<file path="config.mk">
export PLATFORM = sky130hd
export DESIGN_NAME = clk_div_ramp_ctrl
export DESIGN_NICKNAME = d
export VERILOG_FILES = /design/src/rtl/clk_div_ramp_ctrl.sv
export SDC_FILE = /design/constraint.sdc
export NUM_CORES = 1
export LEC_CHECK = 0
export ABC_CLOCK_PERIOD_IN_PS = 3100
export CORE_UTILIZATION = 48
export CTS_BUF_LIST = sky130_fd_sc_hd__clkbuf_2 sky130_fd_sc_hd__clkbuf_4 sky130_fd_sc_hd__clkbuf_8
export CTS_CLUSTER_SIZE = 10
export DETAILED_ROUTE_END_ITERATION = 8
export GPL_ROUTABILITY_DRIVEN = 0
export PLACE_DENSITY = 0.79
export SKIP_LAST_GASP = 1
export SLEW_MARGIN = 10
export SYNTH_ARGS = -nofsm -noshare
export SYNTH_HDL_FRONTEND = slang
export SYNTH_SLANG_ARGS = --single-unit
</file>
<file path="constraint.sdc">
create_clock -name clk_i -period 3.1 [get_ports clk_i]
set_input_delay 0.31 -clock clk_i [delete_from_list [all_inputs] [get_ports clk_i]]
set_output_delay 0.31 -clock clk_i [all_outputs]
set_load 0.005 [all_outputs]
</file>
<file path="src/rtl/clk_div_ramp_ctrl.sv">
// clk_div_ramp_ctrl
//   Sequencer that walks an integer clock divider from its current divide value
//   to a requested target in steps of at most MAX_STEP. After each accepted step
//   it waits DWELL_CYCLES clocks before issuing the next one.
//   Optional feature macro: CLK_DIV_RAMP_RETARGET_EN. When it is defined, a new
//   target can be accepted during the dwell phase.
module clk_div_ramp_ctrl #(
   parameter int DIV_VALUE_WIDTH   = 4,
   parameter int DEFAULT_DIV_VALUE = 0,
   parameter int MAX_STEP          = 2,
   parameter int DWELL_CYCLES      = 16
) (
   input  logic                       clk_i,
   input  logic                       rst_i,
   input  logic [DIV_VALUE_WIDTH-1:0] tgt_div_i,
   input  logic                       tgt_valid_i,
   output logic                       tgt_ready_o,
   output logic [DIV_VALUE_WIDTH-1:0] div_o,
   output logic                       div_valid_o,
   input  logic                       div_ready_i,
   output logic [DIV_VALUE_WIDTH-1:0] cur_div_o,
   output logic                       busy_o,
   output logic                       done_o
);

   localparam int W = DIV_VALUE_WIDTH;
   // A divide value of 0 is meaningless to the divider, so it is treated as 1.
   localparam logic [W-1:0] DEF_NORM = (DEFAULT_DIV_VALUE == 0) ? W'(1) : W'(DEFAULT_DIV_VALUE);
   // A step at least as large as the whole value range degenerates to a direct jump.
   localparam bit           DIRECT_JUMP = (MAX_STEP >= (1 << W));
   localparam logic [W:0]   STEP_W1 = DIRECT_JUMP ? '0 : (W+1)'(MAX_STEP);
   localparam int           CNT_W = (DWELL_CYCLES > 1) ? $clog2(DWELL_CYCLES) : 1;
   localparam logic [CNT_W-1:0] CNT_LAST = (DWELL_CYCLES > 0) ? CNT_W'(DWELL_CYCLES - 1) : '0;

   generate
      if (MAX_STEP <= 0) begin : g_bad_max_step
         $error("clk_div_ramp_ctrl: MAX_STEP must be at least 1");
      end
   endgenerate

   typedef enum logic [1:0] {
      S_IDLE  = 2'd0,
      S_STEP  = 2'd1,
      S_DWELL = 2'd2
   } state_t;

   state_t           state_q, state_d;
   logic [W-1:0]     tgt_q, tgt_d;
   logic [W-1:0]     cur_q, cur_d;
   logic [W-1:0]     div_q, div_d;
   logic             div_valid_q, div_valid_d;
   logic             done_q, done_d;
   logic [CNT_W-1:0] cnt_q, cnt_d;

   logic             accept;
   logic [W-1:0]     tgt_norm;
   logic [W-1:0]     tgt_eff;

   function automatic logic [W-1:0] norm(input logic [W-1:0] v);
      return (v == '0) ? W'(1) : v;
   endfunction

   // Next value on the way from cur to tgt. Done in W+1 bits so the sums
   // cannot wrap; the subtraction is only taken when it stays above tgt.
   function automatic logic [W-1:0] next_step(input logic [W-1:0] cur, input logic [W-1:0] tgt);
      logic [W:0] c;
      logic [W:0] t;
      logic [W:0] s;
      c = {1'b0, cur};
      t = {1'b0, tgt};
      if (DIRECT_JUMP) begin
         s = t;
      end else if (t > c) begin
         s = ((c + STEP_W1) <= t) ? (c + STEP_W1) : t;
      end else begin
         s = (c >= (t + STEP_W1)) ? (c - STEP_W1) : t;
      end
      return s[W-1:0];
   endfunction

`ifdef CLK_DIV_RAMP_RETARGET_EN
   assign tgt_ready_o = (state_q == S_IDLE) || (state_q == S_DWELL);
`else
   assign tgt_ready_o = (state_q == S_IDLE);
`endif
   assign busy_o      = (state_q != S_IDLE);
   assign div_o       = div_q;
   assign div_valid_o = div_valid_q;
   assign cur_div_o   = cur_q;
   assign done_o      = done_q;

   assign accept   = tgt_valid_i && tgt_ready_o;
   assign tgt_norm = norm(tgt_div_i);

   // Next-state and registered-output decode.
   always_comb begin
      state_d     = state_q;
      tgt_d       = tgt_q;
      cur_d       = cur_q;
      div_d       = div_q;
      div_valid_d = div_valid_q;
      done_d      = 1'b0;
      cnt_d       = cnt_q;
      tgt_eff     = tgt_q;
      case (state_q)
         S_IDLE: begin
            if (accept) begin
               tgt_d = tgt_norm;
               if (tgt_norm == cur_q) begin
                  done_d = 1'b1;
               end else begin
                  state_d     = S_STEP;
                  div_d       = next_step(cur_q, tgt_norm);
                  div_valid_d = 1'b1;
               end
            end
         end
         S_STEP: begin
            // div_o is frozen until the divider takes it.
            if (div_ready_i) begin
               cur_d       = div_q;
               div_valid_d = 1'b0;
               if (DWELL_CYCLES == 0) begin
                  if (div_q == tgt_q) begin
                     state_d = S_IDLE;
                     done_d  = 1'b1;
                  end else begin
                     div_d       = next_step(div_q, tgt_q);
                     div_valid_d = 1'b1;
                  end
               end else begin
                  state_d = S_DWELL;
                  cnt_d   = '0;
               end
            end
         end
         S_DWELL: begin
`ifdef CLK_DIV_RAMP_RETARGET_EN
            // A retarget on the final dwell cycle already steers the decision below.
            if (accept) begin
               tgt_d   = tgt_norm;
               tgt_eff = tgt_norm;
            end
`endif
            if (cnt_q == CNT_LAST) begin
               if (cur_q == tgt_eff) begin
                  state_d = S_IDLE;
                  done_d  = 1'b1;
               end else begin
                  state_d     = S_STEP;
                  div_d       = next_step(cur_q, tgt_eff);
                  div_valid_d = 1'b1;
               end
            end else begin
               cnt_d = cnt_q + CNT_W'(1);
            end
         end
         default: begin
            state_d     = S_IDLE;
            div_valid_d = 1'b0;
         end
      endcase
   end

   // State and output registers; reset drops any in-flight step immediately.
   always_ff @(posedge clk_i or posedge rst_i) begin
      if (rst_i) begin
         state_q     <= S_IDLE;
         tgt_q       <= DEF_NORM;
         cur_q       <= DEF_NORM;
         div_q       <= DEF_NORM;
         div_valid_q <= 1'b0;
         done_q      <= 1'b0;
         cnt_q       <= '0;
      end else begin
         state_q     <= state_d;
         tgt_q       <= tgt_d;
         cur_q       <= cur_d;
         div_q       <= div_d;
         div_valid_q <= div_valid_d;
         done_q      <= done_d;
         cnt_q       <= cnt_d;
      end
   end

endmodule

</file>
==> flow_summary.json, run 1 <==
{
  "synth_edf_count": 0,
  "hold_buffers": 0,
  "crit_path_end_kind": "flip-flop",
  "cp-startpoint": "cur_div_o[1]",
  "leakage_nw": 0.962,
  "ant_nets": 0,
  "fin_crit_ps": 2850,
  "syn_avg_cell_area_um2": 8.95,
  "netSwitchingPower_mw": 1.09,
  "worstHoldPathType": "in2async",
  "syn_inst": 192,
  "final_hold_viol_count": 0,
  "cp_data_required_time_ps": 3360,
  "dieArea_mm2": 0.00382,
  "r2r_slack_ps": 250,
  "yosysTopAreaCell": "dfrtp_1",
  "tightest_slew_ps": 761,
  "drv_slew": 0,
  "port_buffers": 19,
  "p_clk_share_pct": 5.9,
  "drt-initial-drc-count": 115,
  "wirelength_um": 4260,
  "antenna_cells": 0,
  "grt_max_degree": 21,
  "max_freq_mhz": 351,
  "wl_per_cell_um": 15.8,
  "fillCellCount": 295,
  "p_int_mw": 1.21,
  "finalSetupTns_ps": 0,
  "finalSetupViolCount": 0,
  "combPwrFrac_pct": 70.7,
  "power_density_mw_per_mm2": 1120,
  "ios": 20,
  "fp.dieW_um": 61.8,
  "grt_pass1_wl_um": 6880,
  "min_period_over_period_pct": 91.9,
  "insertion_delay_ps": 310,
  "clock-root-buffer": "clkbuf_4",
  "r2r-end": "div_o[2]",
  "rows": 21,
  "p_sw_share_pct": 47.4,
  "dp_hpwl_um": 3430,
  "cts_setup_buffers": 0,
  "final_nets": 259,
  "cts.sinks": 20,
  "worst-setup-path-type": "reg2reg",
  "p_total_mw": 2.30,
  "antenna_found_initial": 0,
  "drc": 0,
  "drive_gt1_share_pct": 11.7,
  "setup.worst_path.end": "div_o[2]",
  "ys_ff_latch": 20,
  "path_clk_slew_ps": 120,
  "maxCapViolCount": 0,
  "cts_max_level": 1,
  "cts-buffers-inserted": 3,
  "vdd_drop_max_v": 0.000638,
  "holdWs_ps": 426,
  "coreArea_mm2": 0.00339,
  "r2r_cells": 10,
  "synth_area_mm2": 0.00172,
  "worstPathMaxFanout": 6,
  "dr.pass1.iters": 4,
  "synth_cell_types": 48,
  "yosys_warnings": 0,
  "grt_pass1_vias": 1417,
  "synth.net_count": 227,
  "synth_top_area_share_pct": 24.8,
  "area_growth_pct": 20.1,
  "placed_cells": 265,
  "finalCoreUtilization_pct": 60.9,
  "fin_worst_skew_ps": 18.3,
  "arrival_ps": 3110,
  "initial_core_util_pct": 50.7,
  "clock_path_buffers": 2,
  "dieHeight_um": 61.8,
  "timing.slew.headroom_pct": 49.2,
  "grt.total_usage_pct": 25.0,
  "vias": 1536,
  "grt-ovfl-total": 0,
  "seq_power_share_pct": 23.4,
  "startpoint_type": "flip-flop",
  "synth_area_leaders": "dfrtp_1 25%, ha_1 20%, inv_1 5.2%",
  "reg2reg_from": "cur_div_o[1]",
  "fin_cells": 269,
  "rsz0062_at_grt": "false",
  "post_cts_resized": 0,
  "cts_tree": "yes",
  "outcome": "finished clean",
  "via_per_inst": 5.71,
  "async_flop_share_pct": 100,
  "ys_seq_area_share_pct": 29.4,
  "ys.flop_type": "dfrtp_1"
}
[worst min-delay path by stage]
| stage | slack (ps) | to | start |
|---|---|---|---|
| final | 430 | div_o[1] | rst_i |
| after detailed placement | 470 | div_valid_o | div_valid_o |
| after CTS | 450 | cnt_q[2] | rst_i |
| after global routing | 510 | div_o[1] | rst_i |
| after global placement | 460 | div_valid_o | div_valid_o |
| after floorplan | 270 | cnt_q[0] | rst_i |
[cell usage after synthesis, types with 2 or more instances]
cell type and n:
clkbuf_1 2, o211ai_1 4, a21oi_1 8, dfstp_2 3, a2111oi_2 2, xnor2_1 3, nand3_1 5, nor2b_1 2
nand2b_1 2, o221a_2 2, or3_1 3, a21o_1 2, dfrtp_1 17, o21ai_0 12, nand4_1 2, a31oi_1 2
ha_1 27, o221ai_1 2, nand2_1 19, mux2_2 2, o21a_1 4, nor2_1 11, inv_1 24, nor3_1 5
a41o_1 2, mux2i_1 3
[registers in the layout, summed over array words and instances (netlist names)]
signal and cells:
cnt_q 4, cur_div_o 4, div_o 4, tgt_eff 4, state_q 2, div_valid_o 1, done_o 1
[placed cells by master, fill, tap and decap left out, types with 3 or more instances in the layout]
cell              n
buf_4            10
o21ai_0          12
a21oi_1           8
clkdlybuf4s50_1  19
nor3_1            5
nor2_1           11
dfstp_2           3
dfrtp_1          17
nand2_1          19
nand3_1           5
ha_1             27
o21a_1            4
xnor2_1           3
mux2i_1           3
or3_1             3
clkbuf_4          4
inv_1            24
o211ai_1          4
[worst max-delay path: stages, from the launching register on]
cell and delay [ps]:
dfrtp_1 480, ha_1 250, xnor2_1 280, inv_1 160
ha_1 360, a21oi_1 150, a41o_1 160, nand4_4 140
a221o_1 390, a2111oi_2 300, a311o_1 150
[per-layer routing]
layer,vias up,part of all wire [%],global-route usage [%]
li1,764,-,-
met1,715,47,35.6
met2,57,46,39.2
met3,0,6.6,6.42
met4,0,0,3.81
met5,-,0,0
[area by class of cell]
cell class,instances,area [um^2],share of cell area [%]
repair buffers,29,265,12.9
flip-flops and latches,20,504,24.4
multi-input cells,146,1120,54.1
inverters,24,90.1,4.37
clock buffers,4,30.0,1.46
well taps,46,57.6,2.79
[cells by family (layout without fill, tap and decap cells)]
group	after synthesis	after routing	synth area share, %
multiplexers	5	5	3.06
XOR/XNOR	4	4	2.04
buffers and inverters	26	57	5.68
flip-flops	20	20	29.4
adder cells (fa/ha/maj)	27	27	19.7
AND/OR/NAND/NOR	58	58	17.7
AO/OA/AOI/OAI	52	52	22.5
[power groups by stage]
stage | registers, mW | clock network (mW) | logic [mW]
floorplan | 0.492 | 0 | 1.11
global placement | 0.537 | 0 | 1.55
detailed placement | 0.537 | 0 | 1.59
CTS | 0.532 | 0.138 | 1.61
global route | 0.548 | 0.151 | 1.81
finish | 0.539 | 0.136 | 1.63
[through the flow]
step | cell area (um^2) | worst slack, ps
after floorplan | 1720 | 387
after global placement | 2030 | 186
after detailed placement | 2030 | 135
after CTS | 2060 | 268
after global routing | 2060 | 87.2
final | 2060 | 251
Note: power is estimated with default switching activity, not from simulation.
==> run 2: changes to the inputs <==
--- a/config.mk
+++ b/config.mk
@@ -8,7 +8,7 @@
 export ABC_CLOCK_PERIOD_IN_PS = 3100
 export CORE_UTILIZATION = 48
 export CTS_BUF_LIST = sky130_fd_sc_hd__clkbuf_2 sky130_fd_sc_hd__clkbuf_4 sky130_fd_sc_hd__clkbuf_8
-export CTS_CLUSTER_SIZE = 10
+export CTS_CLUSTER_SIZE = 28
 export DETAILED_ROUTE_END_ITERATION = 8
 export GPL_ROUTABILITY_DRIVEN = 0
 export PLACE_DENSITY = 0.79
==> results of run 2 <==
Same layout as run 1: the final DEF is identical, and so are final timing and power.
==> patch (flow settings as in run 2) <==
`DIV_VALUE_WIDTH`: 4 -> 6.
--- a/src/rtl/clk_div_ramp_ctrl.sv
+++ b/src/rtl/clk_div_ramp_ctrl.sv
@@ -7,3 +7,3 @@
 module clk_div_ramp_ctrl #(
-   parameter int DIV_VALUE_WIDTH   = 4,
+   parameter int DIV_VALUE_WIDTH   = 6,
    parameter int DEFAULT_DIV_VALUE = 0,
Interface: changed (resized cur_div_o, div_o and tgt_div_i); port bits go from 20 to 26. The function was not compared with the original's and may differ.
==> patch against run 2 <==
Routed wire length grew 71%; highest routed layer is now met4; power up 62%; die area is 53% higher; worst hold slack improved by 0.065 ns; worst setup slack worse by 0.11 ns; non-clock buffer count up 24; area after synthesis increased by 55%; sequential power rose by 32%; sequential cell count increased by 6; design area is 56% higher; utilization grew 0.45 points; critical path type unchanged; count of clock-buffer cells in the layout stayed put; clock skew decreased by 0.015 ns.
==> patch: results (changes against run 2) <==
* Peak fanout along the critical path at 7 (+1)
* Wl on met1 at 3110 um (+55%)
* CP startpoint: cur_div_o[2]
* WL met3 at 456 um (+62%)
* Critical Path End: div_o[0]
* Critical Path AT at 3.14 ns (+0.03 ns)
* Met1 global-route usage at 0.330 (-0.0256)
* Fin cells at 420 (+56%)
* Post-layout util at 0.613 (+0.00452)
* Critical Path Max Stage Delay at 0.52 ns (+0.04 ns)
* Placed Area at 3140 um2 (+54%)
* First-pass GRT wire length at 11900 um (+73%)
* Netlist cell types at 59 (+23%)
* Post-Syn Instances at 304 (+58%)
* Top routing layer used: met4
* FF+latch area at 654 um2 (+30%)
* Leakage at 1.52 nW (+58%)
* Actual slew at the worst max-slew pin at 0.955 ns (+0.195 ns)
* NumNets Final at 399 (+54%)
* Port bufs at 25 (+6)
* Clock Sinks at 26 (+30%)
* Internal Power at 1.93 mW (+59%)
* Multi-input logic cell count at 243 (+66%)
* Max VDD drop at 0.000588 V (-7.8%)
* DP HPWL at 5840 um (+70%)
* Clk_lat worst skew at 0.26 ns (-0.05 ns)
* Layout cells sized above 1 at 0.169 (+0.0520)
* Pre-antenna DRT Iters at 5 (+1)
* Clock buf/inv share at 0.0171 (+0.00259)
* Multi-input combinational cell area at 1860 um2 (+67%)
* Worst R2R Path Depth at 9 (-1)
* Top post-synthesis cells by count: 38 x ha_1, 35 x nand2_1, 24 x inv_1, 23 x dfrtp_1, 19 x nand3_1
* Mapped Nets at 352 (+55%)
* # fillers at 454 (+54%)
* Skew final at 0.00379 ns (-0.0145 ns)
* Setup WS pre-CTS at -0.0116 ns (-0.147 ns)
* Worst setup margin at 0.142 ns (-0.108 ns)
* Worst-path clk slew at 0.09 ns (-0.03 ns)
* DR iter-0 viols at 251 (+120%)
* Largest net degree at the start of global routing at 27 (+29%)
* Post-synthesis sequential area ratio at 0.245 (-0.0481)
* CTS Root Buffer Type: clkbuf_8
* GR Util met2 at 0.445 (+0.0533)
* Avg Vias per Cell at 5.88 (+3.0%)
* Hold Crit Class: reg2reg
* Post-synth top area share at 0.216 (-0.0318)
* Status: finished, final reports clean
## patch: changes by cell type after synthesis, moves of 5 or more
| cell | run 2 | this run |
|---|---|---|
| dfrtp_1 | 17 | 23 |
| ha_1 | 27 | 38 |
| nor2_1 | 11 | 16 |
| a21oi_1 | 8 | 14 |
| nand3_1 | 5 | 19 |
| nand2_1 | 19 | 35 |
| xnor2_1 | 3 | 12 |
| mux2i_1 | 3 | 16 |
## patch: cell families (layout without fill, tap and decap cells)
family	Yosys count	after routing	share of synthesized area
fa+ha+maj	38	38	0.178
xor+xnor	13	13	0.0427
mux	22	22	0.0854
flops	26	26	0.245
buf+inv	35	81	0.0596
simple gates	102	102	0.186
compound gates	68	68	0.202
## patch: power by group through the flow
stage / logic, mW / registers (mW) / clock network, mW
after floorplan: 1.94 / 0.650 / 0
final: 2.80 / 0.710 / 0.213
after CTS: 2.74 / 0.703 / 0.224
after global placement: 2.62 / 0.703 / 0
after global routing: 3.06 / 0.736 / 0.234
after detailed placement: 2.72 / 0.708 / 0
